$ cat src/rtl/fetch_stage_pkg.sv
// Shared constants and the state encoding for the instruction fetch stage.
package fetch_stage_pkg;

   // Canonical RISC-V NOP (addi x0, x0, 0), shown whenever nothing valid is presented.
   localparam logic [31:0] NOP_INST         = 32'h0000_0013;
   localparam logic [31:0] DEFAULT_RESET_PC = 32'h0000_0000;

   // EMPTY : no valid response yet (reset and the cycle after it)
   // STREAM: the BRAM output is presented directly to decode
   // HOLD  : decode stalled, the captured instruction is presented
   typedef enum logic [1:0] {
      EMPTY  = 2'd0,
      STREAM = 2'd1,
      HOLD   = 2'd2
   } fetch_state_t;

endpackage

$ cat src/rtl/fetch_hold_buf.sv
// Presentation state machine and stall hold register for the fetch stage.
// Decides what decode sees and tells the PC logic when it may advance.
module fetch_hold_buf
   import fetch_stage_pkg::*;
(
   input  logic        Clock,
   input  logic        Reset,
   input  logic        stall,
   input  logic        redirect,
   input  logic        resp_valid,
   input  logic [31:0] resp_pc,
   input  logic        resp_misaligned,
   input  logic [31:0] imem_dout,
   output logic        pc_advance,
   output logic [31:0] inst,
   output logic [31:0] inst_pc,
   output logic        inst_valid,
   output logic        inst_misaligned
);

   fetch_state_t state_reg, state_next;
   logic [31:0]  hold_inst_reg, hold_inst_next;
   logic [31:0]  hold_pc_reg, hold_pc_next;
   logic         hold_valid_reg, hold_valid_next;
   logic         hold_mis_reg, hold_mis_next;

   // State and hold register update; reset returns to EMPTY with the buffer cleared.
   always_ff @(posedge Clock) begin
      if (!Reset) begin
         state_reg      <= EMPTY;
         hold_inst_reg  <= NOP_INST;
         hold_pc_reg    <= 32'h0;
         hold_valid_reg <= 1'b0;
         hold_mis_reg   <= 1'b0;
      end else begin
         state_reg      <= state_next;
         hold_inst_reg  <= hold_inst_next;
         hold_pc_reg    <= hold_pc_next;
         hold_valid_reg <= hold_valid_next;
         hold_mis_reg   <= hold_mis_next;
      end
   end

   // Next state, hold capture, PC-advance permission and presented instruction.
   always_comb begin
      state_next      = state_reg;
      hold_inst_next  = hold_inst_reg;
      hold_pc_next    = hold_pc_reg;
      hold_valid_next = hold_valid_reg;
      hold_mis_next   = hold_mis_reg;
      pc_advance      = 1'b1;
      inst            = NOP_INST;
      inst_pc         = 32'h0;
      inst_valid      = 1'b0;
      inst_misaligned = 1'b0;

      case (state_reg)
         EMPTY: begin
            // Nothing is shown, so a stall has nothing to protect.
            state_next = STREAM;
         end
         STREAM: begin
            if (resp_valid) begin
               inst            = imem_dout;
               inst_pc         = resp_pc;
               inst_valid      = 1'b1;
               inst_misaligned = resp_misaligned;
            end
            if (stall) begin
               // The BRAM will move on next cycle, so keep a private copy.
               hold_inst_next  = imem_dout;
               hold_pc_next    = resp_pc;
               hold_valid_next = resp_valid;
               hold_mis_next   = resp_misaligned;
               pc_advance      = 1'b0;
               state_next      = HOLD;
            end
         end
         HOLD: begin
            if (hold_valid_reg) begin
               inst            = hold_inst_reg;
               inst_pc         = hold_pc_reg;
               inst_valid      = 1'b1;
               inst_misaligned = hold_mis_reg;
            end
            // fetch_pc is re-issued every held cycle, so on release its data
            // arrives exactly when STREAM resumes.
            if (stall) begin
               pc_advance = 1'b0;
            end else begin
               state_next = STREAM;
            end
         end
         default: begin
            state_next = EMPTY;
         end
      endcase

      // A redirect throws away whatever is held; the target arrives next cycle.
      if (redirect) begin
         state_next      = STREAM;
         hold_inst_next  = NOP_INST;
         hold_pc_next    = 32'h0;
         hold_valid_next = 1'b0;
         hold_mis_next   = 1'b0;
      end

      // Decode never sees a valid instruction while reset is held.
      if (!Reset) begin
         inst            = NOP_INST;
         inst_pc         = 32'h0;
         inst_valid      = 1'b0;
         inst_misaligned = 1'b0;
      end
   end

endmodule

$ cat src/rtl/fetch_stage.sv
// Instruction fetch stage: PC sequencing, redirect handling and the
// in-flight response tracking for a 1-cycle synchronous instruction BRAM.
module fetch_stage
   import fetch_stage_pkg::*;
#(
   parameter logic [31:0] RESET_PC = DEFAULT_RESET_PC,
   parameter int          IMEM_AW  = 12
) (
   input  logic               Clock,
   input  logic               Reset,
   input  logic               stall,
   input  logic               redirect,
   input  logic [31:0]        redirect_pc,
   output logic [IMEM_AW-1:0] imem_addr,
   input  logic [31:0]        imem_dout,
   output logic [31:0]        inst,
   output logic [31:0]        inst_pc,
   output logic               inst_valid,
   output logic               inst_misaligned
);

   logic [31:0] fetch_pc_reg;
   logic [31:0] resp_pc_reg;
   logic        resp_valid_reg;
   logic        resp_mis_reg;
   logic [31:0] redirect_word;
   logic [31:0] issue_pc;
   logic        pc_advance;

   assign redirect_word = {redirect_pc[31:2], 2'b00};

   // Byte address whose word goes to the BRAM this cycle; redirect wins over sequential fetch.
   always_comb begin
      issue_pc = redirect ? redirect_word : fetch_pc_reg;
      if (!Reset) begin
         imem_addr = RESET_PC[IMEM_AW+1:2];
      end else begin
         imem_addr = issue_pc[IMEM_AW+1:2];
      end
   end

   // PC and in-flight response tracking; the +4 wraps naturally at 2^32.
   always_ff @(posedge Clock) begin
      if (!Reset) begin
         fetch_pc_reg   <= RESET_PC;
         resp_pc_reg    <= 32'h0;
         resp_valid_reg <= 1'b0;
         resp_mis_reg   <= 1'b0;
      end else begin
         resp_pc_reg    <= issue_pc;
         resp_valid_reg <= 1'b1;
         resp_mis_reg   <= redirect && (redirect_pc[1:0] != 2'b00);
         if (redirect) begin
            fetch_pc_reg <= redirect_word + 32'd4;
         end else if (pc_advance) begin
            fetch_pc_reg <= fetch_pc_reg + 32'd4;
         end
      end
   end

   fetch_hold_buf u_hold_buf (
      .Clock           (Clock),
      .Reset           (Reset),
      .stall           (stall),
      .redirect        (redirect),
      .resp_valid      (resp_valid_reg),
      .resp_pc         (resp_pc_reg),
      .resp_misaligned (resp_mis_reg),
      .imem_dout       (imem_dout),
      .pc_advance      (pc_advance),
      .inst            (inst),
      .inst_pc         (inst_pc),
      .inst_valid      (inst_valid),
      .inst_misaligned (inst_misaligned)
   );

endmodule

$ cat config.mk
export PLATFORM = sky130hd
export DESIGN_NAME = fetch_stage
export DESIGN_NICKNAME = d
export VERILOG_FILES = /design/src/rtl/fetch_stage_pkg.sv /design/src/rtl/fetch_hold_buf.sv /design/src/rtl/fetch_stage.sv
export SDC_FILE = /design/constraint.sdc
export NUM_CORES = 1
export LEC_CHECK = 0
export CAP_MARGIN = 20
export CORE_MARGIN = 4
export CORE_UTILIZATION = 52
export CTS_CLUSTER_SIZE = 10
export DETAILED_ROUTE_END_ITERATION = 8
export HOLD_SLACK_MARGIN = 0.1
export MAX_ROUTING_LAYER = met4
export PLACE_DENSITY = 0.81
export SLEW_MARGIN = 30
export SYNTH_ARGS = -nofsm -noshare
export SYNTH_HDL_FRONTEND = slang
export SYNTH_HIERARCHICAL = 1
export SYNTH_SLANG_ARGS = --single-unit
$ cat constraint.sdc
create_clock -name Clock -period 3.8 [get_ports Clock]
set_input_delay 0.76 -clock Clock [delete_from_list [all_inputs] [get_ports Clock]]
set_output_delay 0.76 -clock Clock [all_outputs]
set_load 0.02 [all_outputs]
; ---- Word level (Yosys, flattened, before mapping)
; Cells that the tools add are included.
[word_totals]
register_bits = 134
in_bits = 68
elab_cells = 56
[classes]
n_addsub = 2
eq_ne = 6
mux = 27
bitwise_logic = 1
reduce_logical = 9
[ops]
columns = cell, count
row1 = two-way mux 32 bit, 9
row2 = case mux 32 bit (2 select lines), 2
row3 = "adder 32 x 3 -> 32 bit, second input constant", 2
row4 = two-way mux 12 bit, 1
row5 = two-way mux 1 bit, 10
row6 = "!= test 3 bit, second input constant", 2
row7 = case mux 2 bit (3 select lines), 1
row8 = AND reduction 2 bit, 3
row9 = two-way mux 2 bit, 2
row10 = "!= test 2 bit, second input constant", 2
row11 = case mux 1 bit (2 select lines), 2
row12 = nonzero test 2 bit, 2
row13 = OR reduction 2 bit, 2
row14 = "== test 2 x 1 -> 1 bit, second input constant", 1
row15 = "== test 2 bit, second input constant", 1
row16 = logical NOT 2 bit, 1
row17 = logical AND 1 bit, 1
row18 = inverter 1 bit, 1

; ---- Logic depth before layout (Yosys ltp)
[logic_depth]
word_depth = 5
mapped_depth = 12
ltp_nobuf = 8

; ---- Hierarchy
; Netlist, hierarchy kept.
[by_module_without_submodules]
columns = module, instances, cells_each, area_each_um2, seq_area_each_um2
row1 = fetch_hold_buf, 1, 466, 3563.4, 1361.3
row2 = fetch_stage, 1, 391, 3343.2, 1241.2

; ---- Worst setup path after synthesis
; No wires, ideal clock.
[synth_timing]
kind = in2reg
startpoint = input port redirect
endpoint = register fetch_pc_reg[18]
setup_time_ns = 0.116
arrival_time_ns = 2.835
required_time_ns = 3.684
path_slack_ns = 0.849
stages = 12
path_buffers = 4
cell_sequence = buf_6 > buf_2 > buf_2 > buf_2 > mux2_2 > ha_1 > nand4b_1 > nand2_1 > and4_1 > nand2_1 > xnor2_1 > o211a_1
[synth_via]
elab_chain_len = 1
word_cells_on_any_way = 2
[synth_lines]
columns = item, line
row1 = from (decl), fetch_stage.sv:12  ; input logic redirect,
row2 = two-way mux 32 bit / nonzero test 2 bit (equally long branches), n/a
row3 = to (signal assigned), fetch_stage.sv:54  ; fetch_pc_reg <= redirect_word + 32'd4;
row4 = to (signal assigned), fetch_stage.sv:56  ; fetch_pc_reg <= fetch_pc_reg + 32'd4;
row5 = to (decl), fetch_stage.sv:22  ; logic [31:0] fetch_pc_reg;
; Several ways; a longest one is shown, not always the timed one.
; A chain may end at the register's enable or synchronous reset.

; ---- Worst setup path in the final report
[layout_timing]
startpoint = register u_hold_buf.state_reg[1]
endpoint = output port inst_pc[16]
[layout_via]
elab_chain_len = 3
word_cells_on_any_way = 4
[layout_lines]
columns = item, line
row1 = from (decl), fetch_hold_buf.sv:21  ; fetch_state_t state_reg, state_next;
row2 = from (signal assigned), fetch_hold_buf.sv:36  ; state_reg <= state_next;
row3 = == test 2 bit / == test 2 x 1 -> 1 bit (equally long branches), fetch_hold_buf.sv:57  ; case (state_reg)
row4 = case mux 32 bit (2 select lines) (*), fetch_hold_buf.sv:57
row5 = two-way mux 32 bit (*), fetch_hold_buf.sv:109  ; if (!Reset) begin
row6 = to (decl), fetch_stage.sv:17  ; output logic [31:0] inst_pc,
; Every way passes the cells marked *; elsewhere a longest branch is shown, timed or not.

==> metrics <==
status=finished, final reports clean; worst hold path type=flip-flop to flip-flop; H-tree depth=4; most frequent cell after synthesis=nand2_1; CTS tree=done; Post-CTS Resized=0; antenna violations before repair=0; Synth Warn #=6; hold path cells=2; # diodes=0; Worst R2R Path Depth=7; #FFs+latches synth=130; setup bufs post-CTS=0; initial core utilization=53.9%; Die Ht=123 um; Buf/Inv on CP=3; Avg Cell Area, Syn=8.06 um^2; GRT overflow=0; CP max stage cell=clkdlybuf4s50_1; cell family with most CP delay=buffers and inverters; CTS Buf Count=17; drt drc=0; ys flop type=dfxtp_1; Pleak=3.14 nW; area of the mapped netlist=0.00691 mm^2; post-synth top area share=37.7%; share of layout cells above drive strength 1=11.0%; Post-synth EDFFs=0; Setup CP Type=flip-flop to output port; Max IR drop VDD=0.000229 V; WL per Instance=15.5 um; worst-path fanout max=34; Seq. cell area=0.00260 mm^2; synth unique cells=58; largest net degree at the start of global routing=67; critical path startpoint category=flip-flop; RSZ-0062 raised after global routing=no; via count=6431; hold slack=453 ps; number of stages on the worst setup path=7; post-synth top area cell=dfxtp_1; Post-synth top cells=nand2_1 (182), dfxtp_1 (130), nor2_1 (123); final instance area=0.00896 mm^2; minimum clock period=3430 ps; Final GP Congestion=0.875; vias in the first global route=5918; fmax=292 MHz; dpl cell area=0.00838 mm^2; Worst EP required=3040 ps; row count=41; Max-slew headroom=51.7%; worst-margin pin slew=725 ps; Critical Path Sink Type=output port; I/O Buffers=145; die area=0.0152 mm^2; Post-Syn Instances=857; Critical Path AT=2670 ps; # nets final=1054; Slew Viols, Final=0; Layout area overhead=29.7%; routed vias/inst=5.53; worst path cell trace=inv_1, ha_1, and2_2, buf_4, a22oi_1, nor2_1, clkdlybuf4s50_1; clk buf depth=2; sequential area share after synthesis=37.7%; Pwr Density=401 mW/mm^2; Iter 0 DRT Violations=510; Async S/R FF share, synth=0%; clock sink count=130; Synth area leaders=dfxtp_1 (38%), nand2_1 (9.9%), a22oi_1 (7.0%); maxcap violations=0; Multi-input gate area=0.00392 mm^2; endpoints failing setup=0; period utilization=90.2%; IO Count=146; antenna-violating nets left=0; clk root buf=clkbuf_16; DP HPWL=12500 um; first-pass GRT wire length=29300 um; Worst-path clk slew=60 ps; Total Wirelength=18000 um; Total Negative Setup Slacks=0 ps; FILL cells=1078; Initial DRT Pass Iterations=6; Post-CTS Hold Fix Bufs=0; gr usage total=24.8%; Core ar.=0.0128 mm^2; Hold Vio Cnt, Final=0; Max stage delay on crit path=640 ps; die span in x=123 um; worst-skew pair later-pin latency=410 ps; Worst Clk Skew=5.95 ps
[power breakdown]
part	internal (mW)	leakage (nW)	switching, mW
clock	1.04	0.281	0.573
combinational	0.219	1.79	0.298
sequential	1.42	1.06	0.0452
total	2.68	3.14	0.916
[through the flow]
step	worst slack [ps]	utilization (%)	total power, mW	std cells
finish	371	69.9	3.60	1163
global route	171	69.9	3.74	1163
CTS	325	69.9	3.62	1163
detailed placement	449	65.3	2.01	1132
global placement	485	65.3	2.00	1132
floorplan	849	-	1.82	860
[final timing paths]
check                                           startpoint                    endpoint  slack, ps
worst max-delay path               u_hold_buf/state_reg[1]                 inst_pc[16]        370
worst min-delay path            u_hold_buf/hold_pc_reg[30]  u_hold_buf/hold_pc_reg[30]        450
worst max register to register     u_hold_buf/state_reg[0]            fetch_pc_reg[30]       1390
worst min register to register  u_hold_buf/hold_pc_reg[30]  u_hold_buf/hold_pc_reg[30]        450
[placed cells by master (no fill, tap or decap), types with 4 or more instances in the layout]
master and instances:
conb_1 4, o211a_1 6, nand4_1 10, clkinv_2 5, nand4b_1 7, clkbuf_16 17, a211oi_1 8, nand3b_1 6
nand3_1 18, ha_1 7, a22oi_1 64, buf_4 15, nor2_1 123, and2_1 7, xnor2_1 21, dfxtp_1 130
nand2_1 179, a21oi_2 39, nand2b_1 10, a21oi_1 38, inv_1 6, clkdlybuf4s50_1 144, o21ai_0 14, mux2i_1 27
nor3_1 4, xor2_1 21, nand2_2 4
[routing by layer]
metal / GRT usage, % / routed length [um] / vias up
li1: - / - / 3188
met1: 33.4 / 8160 / 2978
met2: 38.1 / 8370 / 248
met3: 4.80 / 1250 / 17
met4: 7.40 / 199 / 0
met5: - / 0 / -
[worst min-delay path: stages (launching register included)]
cell     delay [ps]
dfxtp_1         300
nand2_1          50
a21oi_1          50
[kinds of logic after synthesis]
| group | Yosys count | synth area share (%) |
|---|---|---|
| AO/OA/AOI/OAI | 191 | 20.0 |
| XOR/XNOR | 42 | 5.33 |
| AND/OR/NAND/NOR | 387 | 25.2 |
| adder cells (fa/ha/maj) | 7 | 1.27 |
| multiplexers | 31 | 4.62 |
| buffers and inverters | 68 | 5.83 |
| other | 1 | 0.0543 |
| flip-flops | 130 | 37.7 |
[layout make-up]
type                            count  area share (%)
Clock inverter                     11            1.54
Sequential cell                   130            29.0
Tap cell                          172            2.40
Timing Repair Buffer              162            18.0
Clock buffer                       20            4.98
Inverter                            6           0.251
Multi-Input combinational cell    662            43.8
No activity file was read; power rests on OpenSTA's default activity.
